## config.mk

```make
export PLATFORM = sky130hd
export DESIGN_NAME = id_ex_stage
export DESIGN_NICKNAME = d
export VERILOG_FILES = /design/src/rtl/pipe_pkg.sv /design/src/rtl/operand_bypass.sv /design/src/rtl/id_ex_stage.sv
export SDC_FILE = /design/constraint.sdc
export NUM_CORES = 1
export LEC_CHECK = 0
export ABC_AREA = 1
export CAP_MARGIN = 20
export CORE_MARGIN = 2
export CORE_UTILIZATION = 41
export CTS_CLUSTER_SIZE = 10
export DETAILED_ROUTE_END_ITERATION = 7
export PLACE_DENSITY = 0.8
export SLEW_MARGIN = 10
export SYNTH_ARGS = -nofsm -noshare
export SYNTH_HDL_FRONTEND = slang
export SYNTH_SLANG_ARGS = --single-unit
```

## constraint.sdc

```tcl
create_clock -name clk -period 2 [get_ports clk]
set_input_delay 0.4 -clock clk [delete_from_list [all_inputs] [get_ports clk]]
set_output_delay 0.4 -clock clk [all_outputs]
set_load 0.05 [all_outputs]
```

## src/rtl/pipe_pkg.sv

```systemverilog
// Shared definitions for the pipeline registers: control-bundle layout,
// register-zero specifier and ALU operation encodings.
package pipe_pkg;

    localparam int CW = 10;

    // Bit positions inside the decoded control bundle.
    localparam int CTRL_REGWRITE  = 9;
    localparam int CTRL_MEMREAD   = 8;
    localparam int CTRL_MEMWRITE  = 7;
    localparam int CTRL_MEMTOREG  = 6;
    localparam int CTRL_ALUSRC    = 5;
    localparam int CTRL_REGDST    = 4;
    localparam int CTRL_ALUOP_MSB = 3;
    localparam int CTRL_ALUOP_LSB = 0;

    localparam logic [4:0] REG_ZERO = 5'd0;

    typedef enum logic [3:0] {
        ALUOP_ADD = 4'd0,
        ALUOP_SUB = 4'd1,
        ALUOP_AND = 4'd2,
        ALUOP_OR  = 4'd3,
        ALUOP_SLT = 4'd4,
        ALUOP_XOR = 4'd5,
        ALUOP_NOR = 4'd6,
        ALUOP_SLL = 4'd7,
        ALUOP_SRL = 4'd8,
        ALUOP_LUI = 4'd9
    } aluop_e;

    function automatic logic ctrl_memread(input logic [CW-1:0] ctrl);
        return ctrl[CTRL_MEMREAD];
    endfunction

endpackage

```

## src/rtl/operand_bypass.sv

```systemverilog
// Replaces an operand with same-cycle writeback data when the writeback
// targets the operand's source register (never register zero).
module operand_bypass
    import pipe_pkg::*;
#(
    parameter int DW = 32,
    parameter int AW = 5
) (
    input  logic          en,
    input  logic [AW-1:0] src_reg,
    input  logic [DW-1:0] src_data,
    input  logic          wb_regwrite,
    input  logic [AW-1:0] wb_reg,
    input  logic [DW-1:0] wb_data,
    output logic [DW-1:0] byp_data
);

    logic hit;

    assign hit      = en && wb_regwrite && (wb_reg != AW'(REG_ZERO)) && (wb_reg == src_reg);
    assign byp_data = hit ? wb_data : src_data;

endmodule

```

## src/rtl/id_ex_stage.sv

```systemverilog
// ID/EX pipeline register with stall, flush, writeback bypass of captured or
// held operands, and load-use hazard detection for the front end.
module id_ex_stage #(
    parameter int DW = 32,
    parameter int AW = 5,
    parameter int CW = 10
) (
    input  logic          clk,
    input  logic          reset,
    input  logic          id_valid,
    input  logic [AW-1:0] id_rs,
    input  logic [AW-1:0] id_rt,
    input  logic [AW-1:0] id_rd,
    input  logic [DW-1:0] id_rdata1,
    input  logic [DW-1:0] id_rdata2,
    input  logic [DW-1:0] id_imm,
    input  logic [DW-1:0] id_pc4,
    input  logic [CW-1:0] id_ctrl,
    input  logic          stall,
    input  logic          flush,
    input  logic          wb_regwrite,
    input  logic [AW-1:0] wb_reg,
    input  logic [DW-1:0] wb_data,
    output logic          ex_valid,
    output logic [AW-1:0] ex_rs,
    output logic [AW-1:0] ex_rt,
    output logic [AW-1:0] ex_rd,
    output logic [DW-1:0] ex_rdata1,
    output logic [DW-1:0] ex_rdata2,
    output logic [DW-1:0] ex_imm,
    output logic [DW-1:0] ex_pc4,
    output logic [CW-1:0] ex_ctrl,
    output logic          load_use_stall
);

    import pipe_pkg::*;

    logic          ex_valid_q,  ex_valid_d;
    logic [AW-1:0] ex_rs_q,     ex_rs_d;
    logic [AW-1:0] ex_rt_q,     ex_rt_d;
    logic [AW-1:0] ex_rd_q,     ex_rd_d;
    logic [DW-1:0] ex_rdata1_q, ex_rdata1_d;
    logic [DW-1:0] ex_rdata2_q, ex_rdata2_d;
    logic [DW-1:0] ex_imm_q,    ex_imm_d;
    logic [DW-1:0] ex_pc4_q,    ex_pc4_d;
    logic [CW-1:0] ex_ctrl_q,   ex_ctrl_d;

    // One bypass unit per operand serves both paths: while stalled it looks
    // at the held specifiers/data, otherwise at the incoming decode values.
    logic          byp_en;
    logic [AW-1:0] byp_rs, byp_rt;
    logic [DW-1:0] byp_src1, byp_src2;
    logic [DW-1:0] byp_data1, byp_data2;

    assign byp_en   = stall ? ex_valid_q  : 1'b1;
    assign byp_rs   = stall ? ex_rs_q     : id_rs;
    assign byp_rt   = stall ? ex_rt_q     : id_rt;
    assign byp_src1 = stall ? ex_rdata1_q : id_rdata1;
    assign byp_src2 = stall ? ex_rdata2_q : id_rdata2;

    operand_bypass #(.DW(DW), .AW(AW)) u_byp_rs (
        .en          (byp_en),
        .src_reg     (byp_rs),
        .src_data    (byp_src1),
        .wb_regwrite (wb_regwrite),
        .wb_reg      (wb_reg),
        .wb_data     (wb_data),
        .byp_data    (byp_data1)
    );

    operand_bypass #(.DW(DW), .AW(AW)) u_byp_rt (
        .en          (byp_en),
        .src_reg     (byp_rt),
        .src_data    (byp_src2),
        .wb_regwrite (wb_regwrite),
        .wb_reg      (wb_reg),
        .wb_data     (wb_data),
        .byp_data    (byp_data2)
    );

    always_comb begin
        ex_valid_d  = ex_valid_q;
        ex_rs_d     = ex_rs_q;
        ex_rt_d     = ex_rt_q;
        ex_rd_d     = ex_rd_q;
        ex_rdata1_d = ex_rdata1_q;
        ex_rdata2_d = ex_rdata2_q;
        ex_imm_d    = ex_imm_q;
        ex_pc4_d    = ex_pc4_q;
        ex_ctrl_d   = ex_ctrl_q;
        if (flush) begin
            ex_valid_d  = 1'b0;
            ex_rs_d     = '0;
            ex_rt_d     = '0;
            ex_rd_d     = '0;
            ex_rdata1_d = '0;
            ex_rdata2_d = '0;
            ex_imm_d    = '0;
            ex_pc4_d    = '0;
            ex_ctrl_d   = '0;
        end else if (stall) begin
            ex_rdata1_d = byp_data1;
            ex_rdata2_d = byp_data2;
        end else begin
            ex_valid_d  = id_valid;
            ex_rs_d     = id_rs;
            ex_rt_d     = id_rt;
            ex_rd_d     = id_rd;
            ex_rdata1_d = byp_data1;
            ex_rdata2_d = byp_data2;
            ex_imm_d    = id_imm;
            ex_pc4_d    = id_pc4;
            ex_ctrl_d   = id_valid ? id_ctrl : '0;
        end
    end

    always_ff @(posedge clk or negedge reset) begin
        if (!reset) begin
            ex_valid_q  <= 1'b0;
            ex_rs_q     <= '0;
            ex_rt_q     <= '0;
            ex_rd_q     <= '0;
            ex_rdata1_q <= '0;
            ex_rdata2_q <= '0;
            ex_imm_q    <= '0;
            ex_pc4_q    <= '0;
            ex_ctrl_q   <= '0;
        end else begin
            ex_valid_q  <= ex_valid_d;
            ex_rs_q     <= ex_rs_d;
            ex_rt_q     <= ex_rt_d;
            ex_rd_q     <= ex_rd_d;
            ex_rdata1_q <= ex_rdata1_d;
            ex_rdata2_q <= ex_rdata2_d;
            ex_imm_q    <= ex_imm_d;
            ex_pc4_q    <= ex_pc4_d;
            ex_ctrl_q   <= ex_ctrl_d;
        end
    end

    assign ex_valid  = ex_valid_q;
    assign ex_rs     = ex_rs_q;
    assign ex_rt     = ex_rt_q;
    assign ex_rd     = ex_rd_q;
    assign ex_rdata1 = ex_rdata1_q;
    assign ex_rdata2 = ex_rdata2_q;
    assign ex_imm    = ex_imm_q;
    assign ex_pc4    = ex_pc4_q;
    assign ex_ctrl   = ex_ctrl_q;

    assign load_use_stall = ex_valid_q && ctrl_memread(ex_ctrl_q) && (ex_rt_q != AW'(REG_ZERO))
                            && id_valid && ((ex_rt_q == id_rs) || (ex_rt_q == id_rt));

endmodule

```

# After elaboration in Yosys (flattened, before gate mapping)
# Index checks and enable logic that the tools add are counted.
# totals
elab_cells,49
ff_bits,154
out_inout_bits,155
input_bits,196
# op_classes
mux,22
eq_ne,7
n_reduce_logical,11
# op_table
operator,count
two-way mux 32 bit,10
two-way mux 10 bit,3
two-way mux 5 bit,6
equality test 5 bit,4
nonzero test 5 bit,2
logical AND 1 bit,8
!= test 3 x 1 -> 1 bit (second input constant),2
two-way mux 1 bit,3
!= test 2 x 1 -> 1 bit (second input constant),1
logical OR 1 bit,1

# Depth between registers and ports, before layout
# depth
ltp_word,6
ltp_mapped,13
depth_no_buf,11

# Cells and area by module
# A second synthesis with hierarchy kept.
# unflattened
cells_unflattened,1160
hier_area_um2,8378.0
# modules_own_cells
mod,cells_per_inst,n_inst,seq_area_each_um2,area_each_um2
id_ex_stage,854,1,3853.7,6706.4
operand_bypass,153,2,0.0,835.8

# Worst setup path before layout
# Ideal clock, no wire load.
# synth_path
path_kind,reg2out
startpoint,"register ex_rt_q[3], in the netlist ex_rt[3]"
endpoint,output load_use_stall
stages_incl_launch_ff,5
n_path_buf,0
required_ns,1.600
setup_slack_ns,-0.345
arrival_time_ns,1.945
path_cell_list,dfrtp_1 or2_2 a21oi_1 nand3_1 a21oi_1
# synth_between
elab_chain_len,4
elab_cells_between_ends,7
cone_classes,2 x eq/ne; 5 x reduce/logical
# synth_rtl
item,line_no,text
start: declaration,id_ex_stage.sv:40,"logic [AW-1:0] ex_rt_q, ex_rt_d;"
start signal: assignment,id_ex_stage.sv:131,ex_rt_q <= ex_rt_d;
nonzero test 5 bit,id_ex_stage.sv:151,assign load_use_stall = ex_valid_q && ctrl_memread(ex_ctrl_q) && (ex_rt_q != AW'(REG_ZERO))
logical AND 1 bit,id_ex_stage.sv:151,
logical AND 1 bit,id_ex_stage.sv:152,&& id_valid && ((ex_rt_q == id_rs) || (ex_rt_q == id_rt));
logical AND 1 bit (*),id_ex_stage.sv:152,
end: declaration,id_ex_stage.sv:33,output logic load_use_stall
# Mark *: on every way between the ends. The rest lies on a longest branch, timed or not.

# Final worst setup path
# layout_path
startpoint,input id_rt[1]
endpoint,output load_use_stall
# layout_between
elab_chain_len,3
# layout_rtl
item,line_no,text
start: declaration,id_ex_stage.sv:12,"input logic [AW-1:0] id_rt,"
equality test 5 bit,id_ex_stage.sv:152,
logical OR 1 bit,id_ex_stage.sv:152,
logical AND 1 bit,id_ex_stage.sv:152,
# No other way between the ends.

==> results.toml <==
[finish]
final_cell_mix = "nand2_1, clkdlybuf4s50_1, dfrtp_1"
nNetsFinal = 1395
drive_above_1_share_pct = 12.38
multiInputGateArea_sq_um = 2992
fill_cells = 1360
instances_no_fill = 1438
seq_area_sq_um = 3857
final_common_cell = "nand2_1"
post-route-util_pct = 69.64
syn2layout_area_growth_pct = 67.78

[floorplan]
pin_count = 351
die_area_sq_um = 18460
num_rows = 48
die_h_um = 135.9
core_area_sq_um = 17180
die_w_um = 135.9
start_util_pct = 41.51

[worst_setup_path]
worstRegToRegCells = 10
cpMaxStageDelayCell = "clkdlybuf4s50_1"
cpPeakStageDelay_ns = 0.42
end_kind = "primary output"
crit_fanout = 2
r2r-start = "ex_valid"
path_class = "primary input to primary output"
reg2reg_slack_ns = 0.32
startpoint_type = "primary input"
worstPathRequired_ns = 1.60
path_cells = "clkdlybuf4s50_1 > buf_4 > xnor2_1 > nand4_1 > a21oi_4 > buf_12"
r2r-end = "ex_rdata1[11]"
crit_buf_inv = 3
crit_family = "buffers and inverters"
arrival_ns = 1.70

[outcome]
failed_checks = "negative setup slack"
outcome = "finished, violations left"

[sta]
final.min_clock_period_ns = 2.098
rsz0062_at_grt = "yes"
hold_viol = 0
relSlewSlack_pct = 63.72
fin_skew_ns = 0.008395
setup_ws_ns = -0.09831
setup_violations = 1
fmax_mhz = 476.6
drv_slew = 0
tightest_slew_ns = 0.5433
finalCritPeriodShare_pct = 104.9

[power]
total_power_uw = 8912
ir_drop_mv = 0.5575
leakagePower_uw = 0.006797
power_density_nw_per_um2 = 745.1

[worst_hold_path]
min_path_type = "primary input to asynchronous set/reset pin"

[global_routing]
first_global_vias = 7431
antenna_found_initial = 1
grt_util_all_layers_pct = 27.76
grt-ovfl-total = 0
grt_max_degree = 57
grt_pass1_wl_mm = 39.34

[yosys]
yosys_warnings = 0
synth_cell_type_count = 26
synthesis.area_sq_um = 7129
synth.avg_cell_area_sq_um = 8.726
seq_area_frac_synth_pct = 54.05
synth_cells = 817
ys_ff_latch = 154
syn_nets = 1013

[cts]
clk_path_buf_depth = 2
cts-root-buf = "clkbuf_16"
cts.sink_count = 154
htree_levels = 4
path_clk_slew_ns = 0.06
clk_latency_ns = 0.42
cts_tree = "built"
cts_made_buffers = 17

[route]
finalWirelength_mm = 26.16
vias = 7540
antenna_left = 0
wl_per_cell_um = 18.19
drt-pass1-iter-count = 5
drc = 0
first_iter_violations = 403
routed_via_density = 5.243

[place]
dp_hpwl_mm = 18.99
dp_cells = 1400
port_buffers = 350
place.gp.congestion = 0.9022
post-place-ws_ns = -0.3211

[job]
cap_violations = 0
-- routing by layer --
metal / global-route usage [%] / wire [um] / vias up
met5: 0 / 0 / -
met4: 11.00 / 868 / 0
met3: 9.098 / 2734 / 72
met2: 46.75 / 12810 / 421
met1: 32.91 / 9753 / 3545
li1: - / - / 3502
-- cell type report --
class	count	area share (%)
antenna	1	0.02092
clock inverter	14	1.339
sequential	154	32.25
clock buffer	18	3.672
multi-input combinational	591	25.01
tap	225	2.354
inverter	18	0.5649
timing repair buffer	417	34.79
-- through the flow --
stage                      TNS, ns  area (sq um)  hold slack [ns]
after floorplan                  0          7141           0.1044
after global placement      -13.64         11290           0.2791
after detailed placement    -18.32         11290           0.2770
after CTS                 -0.04763         11830           0.4012
after global routing       -0.1567         11960           0.4444
final                     -0.09831         11960           0.4210
-- flip-flops by register name (all words and copies together), names as in the netlist --
register and flops:
ex_rd 5, ex_rs 5, ex_ctrl 10, ex_rdata2 32, ex_rt 5, ex_valid 1, ex_imm 32, ex_rdata1 32
ex_pc4 32
-- worst max-delay path by stage --
stage	slack [ns]	endpoint	cells after the start	from
6_report	-0.1	load_use_stall	6	id_rt[1]
5_1_grt	-0.16	load_use_stall	6	ex_rt[3]
4_1_cts	-0.05	load_use_stall	5	ex_rt[2]
3_5_place_dp	-0.32	ex_rdata2[10]	11	stall
3_3_place_gp	-0.23	ex_rdata2[2]	12	stall
2_1_floorplan	0.04	load_use_stall	4	ex_rt[3]
-- repair_timing --
action	4_1_cts	5_1_grt
resized for setup	97	47
buffers inserted	3	1
endpoints found under the hold margin	20	0
hold buffers	1	0
endpoints found under the setup margin	88	51
pin swaps	3	2
-- power by group --
group	internal, uW	leakage [uW]	switching (uW)	total (uW)
clock	1900	0.000286	1420	3320
combinational	865	0.00446	1320	2190
sequential	3290	0.00205	112	3400
total	6060	0.00680	2850	8910
-- logic make-up after synthesis --
logic type | Yosys count | share of synthesized area, %
AOI/OAI and AO/OA | 99 | 11.69
DFF | 154 | 54.05
buffers and inverters | 72 | 4.826
and+or+nand+nor | 485 | 28.57
xor gates and xnor gates | 7 | 0.8600
-- cell usage after synthesis --
cell type / number / share of area [%]
nand2_1: 379 / 20
dfrtp_1: 154 / 54
a22o_1: 69 / 8.5
nand3_1: 55 / 3.9
nand4_1: 34 / 3.0
clkbuf_1: 27 / 1.4
buf_2: 17 / 1.2
inv_1: 17 / 0.90
a21oi_1: 16 / 1.1
a32o_1: 10 / 1.4
buf_4: 5 / 0.53
nor2_1: 5 / 0.26
nor2_2: 4 / 0.35
xnor2_1: 4 / 0.49
buf_6: 3 / 0.47
nand2_2: 3 / 0.26
xor2_1: 3 / 0.37
a21oi_4: 2 / 0.46
nand3_4: 2 / 0.49
nor2_4: 2 / 0.32
a21boi_1: 1 / 0.11
buf_1: 1 / 0.053
buf_8: 1 / 0.21
inv_2: 1 / 0.053
o2111ai_1: 1 / 0.12
or2_2: 1 / 0.088
-- worst register-to-register path: stages, from the launching register on --
cell      delay (ns)
dfrtp_1         0.37
inv_1           0.08
a21boi_1        0.19
nand2_1         0.14
nor2_4          0.19
nand3_4         0.13
nand2_1         0.08
inv_1           0.06
buf_12          0.17
nand2_1         0.10
nand2_1         0.06
Power figures use the tool's default switching activity.
